File: src/rtl/cond_pkg.sv
// Shared types and defaults for the conditional sampling FIFO.
package cond_pkg;

  localparam int unsigned DATA_W_DEF = 8;

  typedef enum logic [1:0] {
    IDLE,
    TRACK,
    HOLD
  } cond_state_t;

endpackage : cond_pkg

File: src/rtl/cond_fifo.sv
// Registered-storage FIFO with wrapping pointers and a separate occupancy counter.
// The caller guarantees that it never pushes while full without also popping, and never pops while empty.
module cond_fifo #(
  parameter int unsigned DATA_W = 8,
  parameter int unsigned DEPTH  = 4
) (
  input  logic                     clk,
  input  logic                     reset,
  input  logic                     push,
  input  logic                     pop,
  input  logic [DATA_W-1:0]        wdata,
  output logic [DATA_W-1:0]        rdata,
  output logic [$clog2(DEPTH):0]   level,
  output logic                     full,
  output logic                     empty
);

  localparam int unsigned AW = $clog2(DEPTH);
  localparam logic [AW:0] LVL_FULL = (AW+1)'(DEPTH);

  logic [DATA_W-1:0] r_mem [DEPTH];
  logic [AW-1:0]     r_wptr;
  logic [AW-1:0]     r_rptr;
  logic [AW:0]       r_level;

  always_ff @(posedge clk) begin
    if (reset) begin
      r_mem   <= '{default: '0};
      r_wptr  <= '0;
      r_rptr  <= '0;
      r_level <= '0;
    end else begin
      if (push) begin
        r_mem[r_wptr] <= wdata;
        r_wptr        <= r_wptr + AW'(1);
      end
      if (pop) begin
        r_rptr <= r_rptr + AW'(1);
      end
      case ({push, pop})
        2'b10:   r_level <= r_level + (AW+1)'(1);
        2'b01:   r_level <= r_level - (AW+1)'(1);
        default: r_level <= r_level;
      endcase
    end
  end

  assign rdata = r_mem[r_rptr];
  assign level = r_level;
  assign full  = (r_level == LVL_FULL);
  assign empty = (r_level == '0);

endmodule : cond_fifo

File: src/rtl/cond_sample_fifo.sv
// Samples a gated byte while en is high, buffers only changed values, flags drops on full.
// Optional statistics outputs drop_cnt/push_cnt are enabled with `define COND_SAMPLE_STATS_EN.
module cond_sample_fifo
  import cond_pkg::*;
#(
  parameter int unsigned DATA_W = DATA_W_DEF,
  parameter int unsigned DEPTH  = 4
) (
  input  logic                     clk,
  input  logic                     reset,
  input  logic                     en,
  input  logic [DATA_W-1:0]        data,
  output logic [DATA_W-1:0]        out_data,
  output logic                     out_valid,
  input  logic                     out_ready,
  output logic [$clog2(DEPTH):0]   level,
  output logic                     overflow
`ifdef COND_SAMPLE_STATS_EN
  ,
  output logic [15:0]              drop_cnt,
  output logic [15:0]              push_cnt
`endif
);

  cond_state_t       r_state;
  logic              r_first;
  logic [DATA_W-1:0] r_last;
  logic              r_overflow;

  logic w_full;
  logic w_empty;
  logic w_pop;
  logic w_need;
  logic w_push;
  logic w_drop;

  // A push is only considered while already tracking and still enabled.
  assign w_pop  = !w_empty && out_ready;
  assign w_need = (r_state != IDLE) && en && (r_first || (data != r_last));
  assign w_push = w_need && (!w_full || w_pop);
  assign w_drop = w_need && w_full && !w_pop;

  always_ff @(posedge clk) begin
    if (reset) begin
      r_state    <= IDLE;
      r_first    <= 1'b0;
      r_last     <= '0;
      r_overflow <= 1'b0;
    end else begin
      case (r_state)
        IDLE: begin
          if (en) begin
            r_state <= TRACK;
            r_first <= 1'b1;
          end
        end
        TRACK, HOLD: begin
          if (!en) begin
            r_state <= IDLE;
          end else begin
            if (w_need) begin
              r_last  <= data;
              r_first <= 1'b0;
            end
            if (w_drop) begin
              r_overflow <= 1'b1;
              r_state    <= HOLD;
            end else if (!w_full) begin
              r_state <= TRACK;
            end
          end
        end
        default: r_state <= IDLE;
      endcase
    end
  end

`ifdef COND_SAMPLE_STATS_EN
  logic [15:0] r_drop_cnt;
  logic [15:0] r_push_cnt;

  always_ff @(posedge clk) begin
    if (reset) begin
      r_drop_cnt <= '0;
      r_push_cnt <= '0;
    end else begin
      if (w_drop && (r_drop_cnt != '1)) r_drop_cnt <= r_drop_cnt + 16'd1;
      if (w_push) r_push_cnt <= r_push_cnt + 16'd1;
    end
  end

  assign drop_cnt = r_drop_cnt;
  assign push_cnt = r_push_cnt;
`endif

  cond_fifo #(
    .DATA_W (DATA_W),
    .DEPTH  (DEPTH)
  ) u_fifo (
    .clk   (clk),
    .reset (reset),
    .push  (w_push),
    .pop   (w_pop),
    .wdata (data),
    .rdata (out_data),
    .level (level),
    .full  (w_full),
    .empty (w_empty)
  );

  assign out_valid = !w_empty;
  assign overflow  = r_overflow;

endmodule : cond_sample_fifo

File: config.mk
export PLATFORM = sky130hd
export DESIGN_NAME = cond_sample_fifo
export DESIGN_NICKNAME = d
export VERILOG_FILES = /design/src/rtl/cond_pkg.sv /design/src/rtl/cond_fifo.sv /design/src/rtl/cond_sample_fifo.sv
export SDC_FILE = /design/constraint.sdc
export NUM_CORES = 1
export LEC_CHECK = 0
export ABC_AREA = 1
export BUFFER_PORTS_ARGS = -buffer_cell sky130_fd_sc_hd__buf_2
export CAP_MARGIN = 0
export CORE_UTILIZATION = 55
export DETAILED_ROUTE_END_ITERATION = 7
export PLACE_DENSITY_LB_ADDON = 0.2
export RECOVER_POWER = 100
export SLEW_MARGIN = 20
export SYNTH_ARGS = -nofsm -noshare
export SYNTH_HDL_FRONTEND = slang
export SYNTH_SLANG_ARGS = --single-unit
File: constraint.sdc
create_clock -name clk -period 6.42 [get_ports clk]
set_input_delay 0.321 -clock clk [delete_from_list [all_inputs] [get_ports clk]]
set_output_delay 0.321 -clock clk [all_outputs]
set_load 0.03 [all_outputs]
# Yosys cells after proc, flatten, opt, wreduce, memory -nomap -nowiden
# Cells that the tools add are included.
# op_classes
n_reduce_logical	22
magnitude_cmp	3
n_bitwise	2
mux	16
n_addsub	4
n_eq_ne	10
# op_table
op	count
$bwmux 32	1
$mux 8	3
$bmux 8 s2	1
$demux 8 s2	1
$mux 2	4
$ne 8x8->1	1
$logic_and 1x1->1	7
$ge 3x3->1 const B	2
$ne 2x2->1 const B	3
$not 2->3	2
$pmux 3 s2	1
$reduce_and 3->1	2
$reduce_bool 2->1	3
$add 2x1->2 const B	2
$eq 2x1->1 const B	2
$eq 2x2->1 const B	2
$ne 4x4->1 const B	1
$pmux 2 s2	1
$reduce_and 4->1	1
$add 3x1->3 const B	1
$eq 3x3->1 const B	1
$logic_not 1->1	3
$logic_not 3->1	1
$lt 3x1->1 const B	1
7 further kinds	10
# word_totals
inputBits	12
word_cells	68
output_inout_bits	13
reg_bits	51

# Depth between registers and ports, before layout
# depth
ltp_word	8
depth_mapped	18
depth_no_buf	17

# Cells and area by module
# From an unflattened synthesis, not the netlist that was laid out.
# unflattened
hier_cells	336
hier_area_um2	2372.3
# by_module_without_submodules
module	seq_area_each_um2	n_inst	area_per_inst_um2	cells_per_inst
cond_fifo	780.7	1	1671.6	231
cond_sample_fifo	240.2	1	700.7	105

# Worst setup path after synthesis
# No wires, ideal clock.
# synth_timing
path_kind	register to register
startpoint	register u_fifo.r_level[0], in the netlist u_fifo.level[0]
endpoint	register u_fifo.r_level[2], in the netlist u_fifo.level[2]
setup_ns	0.122
required_time_ns	6.298
path_stages_with_launch	16
setup_slack_ns	3.964
arrival_time_ns	2.334
period_less_slack_ns	2.456
path_buffers	1
cell_sequence	dfxtp_1 inv_2 nand3_1 nand2_1 nand2_1 inv_2 nor2_4 buf_6 inv_2 ha_1 inv_1 fa_1 a21oi_1 o21ai_0 o21ai_0 a21oi_1
# synth_via
elab_chain_len	7
word_cells_on_any_way	13
classes_between	add/sub: 2; eq/ne: 3; mux: 1; reduce/logical: 7
# synth_lines
element	line_no	text
from (decl)	cond_fifo.sv:24	logic [AW:0] r_level;
from (signal assigned)	cond_fifo.sv:41	2'b10: r_level <= r_level + (AW+1)'(1);
from (signal assigned)	cond_fifo.sv:42	2'b01: r_level <= r_level - (AW+1)'(1);
from (signal assigned)	cond_fifo.sv:43	default: r_level <= r_level;
$logic_not 3->1 (*)	cond_fifo.sv:51	assign empty = (r_level == '0);
$logic_not 1->1 (*)	n/a	
named net out_valid	cond_sample_fifo.sv:14	output logic out_valid,
$logic_and 1x1->1 (*)	cond_sample_fifo.sv:38	assign w_pop = !w_empty && out_ready;
$logic_or 1x1->1	cond_sample_fifo.sv:40	assign w_push = w_need && (!w_full || w_pop);
$logic_and 1x1->1	cond_sample_fifo.sv:40	
$eq 2x1->1 / $eq 2x2->1 (equally long branches)	cond_fifo.sv:40	case ({push, pop})
$pmux 3 s2 / $reduce_bool 2->1 (equally long branches)	n/a	
# Mark *: on every way through the listed nets, which the timed path passes. The rest lies on a longest branch.
# A chain may end at the register's enable or synchronous reset.

# Worst setup path in the final report
# layout_timing
startpoint	register r_state[0]
endpoint	register u_fifo.r_level[2], in the netlist u_fifo.level[2]
# layout_via
elab_chain_len	6
word_cells_on_any_way	8
classes_between	eq/ne: 2; mux: 1; reduce/logical: 5
# layout_lines
element	line_no	text
from (decl)	cond_sample_fifo.sv:25	cond_state_t r_state;
from (signal assigned)	cond_sample_fifo.sv:45	r_state <= IDLE;
from (signal assigned)	cond_sample_fifo.sv:53	r_state <= TRACK;
from (signal assigned)	cond_sample_fifo.sv:59	r_state <= IDLE;
$reduce_bool 2->1 (*)	cond_sample_fifo.sv:39	assign w_need = (r_state != IDLE) && en && (r_first || (data != r_last));
$logic_and 1x1->1 (*) (2 in a row)	cond_sample_fifo.sv:39	
$logic_and 1x1->1 (*)	cond_sample_fifo.sv:40	
$eq 2x1->1 / $eq 2x2->1 (equally long branches)	cond_fifo.sv:40	
$pmux 3 s2 / $reduce_bool 2->1 (equally long branches)	n/a	
# Every way passes the cells marked *; elsewhere a longest branch is shown, timed or not.

==> impl_metrics.csv <==
group,metric,value,unit
clock_tree,clk_latency,0.31,ns
route,avgRoutedWirePerCell,14.1,um
timing,setup_viol,0,
timing,skew,0.00892,ns
global_route,grt_max_degree,40,
critical_path,crit_end,"u_fifo.level[2]",
logic_synthesis,synth_seq_cells,51,
timing,slew-limit-headroom,-46.5,%
logic_synthesis,syn-instance-count,338,
timing,hold_viol,0,
final_layout,fin_nets,372,
critical_path,slowest_delay,1.62,ns
global_route,grt_pass1_wl,9.23,mm
critical_path,regToRegEndpoint,"u_fifo.level[2]",
final_layout,area_delta_synth_final,7.34,%
global_route,grt_pass1_vias,1970,
floorplan,chipWidth,68.1,um
clock_tree,cts_root_buf,"clkbuf_8",
final_layout,final_common_cell,"nand2_1",
route,wirelength,5.68,mm
clock_tree,cts_buffer_depth,2,
timing,fin_crit_sh,62.6,%
hold_path,hp-class,"input pin to flop",
timing,finalSetupTns,0,ns
floorplan,rows,23,
job,drv_cap,1,
clock_tree,post_cts_buffers,0,
place,gp_congestion,0.807,
critical_path,cp.arrival,4.26,ns
critical_path,cp.depth,13,
route,drcViolationCount,0,
timing,worstMarginPinSlew,2.19,ns
critical_path,cpMaxStageDelayCell,"nor2_1",
critical_path,worstSetupStartpointType,"flop",
clock_tree,cts_max_level,2,
floorplan,start_util,58.8,%
critical_path,crit_start,"r_state[0]",
critical_path,cp.required,6.66,ns
critical_path,crit_path_end_kind,"flop",
critical_path,r2r_start,"r_state[0]",
route,ant_nets,0,
timing,fin_crit,4.02,ns
critical_path,crit_family,"simple AND/OR/NAND/NOR gates",
route,drt-pass1-iter-count,4,
status,violations,"max-capacitance violations, max-slew violations",
timing,fmax,249,MHz
power_and_ir_drop,power_density,371,nW/um^2
clock_tree,tritoncts,"done",
power_and_ir_drop,power,956,uW
logic_synthesis,yosys-top-cells-area,"dfxtp_1, a21oi_1, nand2_1, nand3_1, o21ai_0",
place,dp_hpwl,3.81,mm
logic_synthesis,synth_nets,358,
logic_synthesis,synth_top_area_share,42.5,%
clock_tree,cts_sinks,51,
critical_path,rr_worst_depth,13,
logic_synthesis,synthDistinctLibCells,20,
timing,drv_slew,40,
timing,rsz0062_at_grt,"no",
critical_path,worst-setup-path-type,"flop to flop",
route,drtIter0Drc,139,
final_layout,diodes,0,
power_and_ir_drop,cellLeakagePower,1.01,nW
place,port_buffers,24,
global_route,overflow,0,
critical_path,crit_chain,"inv_1, ha_1, nor2_1, nand2_1, nor2_1, clkinv_1, ha_1, inv_1, fa_1, a21oi_1, o21ai_0, o21ai_0, a21oi_1",
final_layout,mostFrequentLayoutCells,"nand2_1, dfxtp_1, a21oi_1",
clock_tree,cts_made_buffers,5,
global_route,antenna_found_initial,0,
logic_synthesis,avgSynthCellArea,7.11,um^2
final_layout,drive_above_1_share,6.80,%
critical_path,critPathMaxFanout,39,
clock_tree,ctsHoldBuffers,0,
route,vias_per_cell,5.54,
clock_tree,clk_pin_slew_worst_paths,0.09,ns
logic_synthesis,ys_seq_area_share,42.5,%
floorplan,die_y,68.1,um
global_route,grtUsageTotal,27.1,%
status,status,"complete, but fails checks",
floorplan,core,4090,um^2
floorplan,num_io_pins,25,
critical_path,reg2reg_slack,2.40,ns
route,num_vias,2233,
floorplan,dieArea,4640,um^2
power_and_ir_drop,ir_drop,232,uV
critical_path,path_buf_inv,3,
logic_synthesis,yosysTopAreaCell,"dfxtp_1",
logic_synthesis,ys_warn_count,0,
clock_tree,cts_resized,0,
logic_synthesis,syn_area,2400,um^2
==> final cells by class <==
type	instances	area, um^2
clock inverter	2	35.0
inverter	33	124
tap	50	62.6
sequential	51	1020
fill	405	1510
timing repair buffer	24	104
clock buffer	6	82.6
multi-input combinational	237	1150
==> Yosys cell counts <==
cell type	count
clkbuf_1	12
o21ai_0	28
o21ai_1	3
inv_1	26
dfxtp_1	51
nand2_2	6
nor3_1	2
nor2_4	1
nand3_1	40
fa_1	1
ha_1	7
o22ai_1	8
buf_6	2
buf_2	2
nand2_1	59
buf_4	1
xor2_1	2
inv_2	7
nor2_1	30
a21oi_1	50
==> routing by layer <==
metal,global-route usage [%],vias up,share of wire (%)
li1,-,1137,-
met1,36.2,1041,49
met2,43.9,47,46
met3,5.50,8,4.0
met4,8.07,0,1.2
met5,0,-,0
==> flip-flops by register name (all words and copies together) (netlist names) <==
signal	flops
overflow	1
u_fifo.r_rptr	2
u_fifo.level	3
u_fifo.r_wptr	2
r_first	1
r_last	8
r_state	2
u_fifo.r_mem	32
==> cells by family after synthesis <==
group	synth area share, %
AOI/OAI and AO/OA	18.9
xor gates and xnor gates	0.729
adders and majority gates	4.48
buffers and inverters	8.69
DFF	42.5
and+or+nand+nor	24.7
==> worst min-delay path, cell delays in order <==
cell and delay [ns]:
buf_2 0.15, nand3_1 0.09, a21oi_1 0.06
==> per-stage QoR <==
stage	cell area, um^2	hold slack (ns)	cells	setup WS [ns]	utilization (%)
2_1_floorplan	2400	0.437	338	3.96	-
3_3_place_gp	2500	0.436	395	3.87	61.2
3_5_place_dp	2500	0.441	395	3.74	61.2
4_1_cts	2620	0.341	403	3.76	64.1
5_1_grt	2580	0.360	403	1.93	63.1
6_report	2580	0.350	403	2.40	63.1
==> worst min-delay path by stage <==
stage	startpoint	endpoint	slack [ns]	depth (start not counted)
floorplan	u_fifo.r_mem[15]	u_fifo.r_mem[15]	0.44	2
global placement	overflow	overflow	0.44	2
detailed placement	overflow	overflow	0.44	2
CTS	data[7]	u_fifo.r_mem[7]	0.34	3
global route	data[2]	u_fifo.r_mem[18]	0.36	3
finish	data[1]	u_fifo.r_mem[1]	0.35	3
==> power by group <==
group,switching [mW],internal (mW),total [mW]
Combinational,0.249,0.0932,0.342
Clock,0.106,0.126,0.232
Sequential,0.0336,0.349,0.382
No activity file was read; power rests on OpenSTA's default activity.
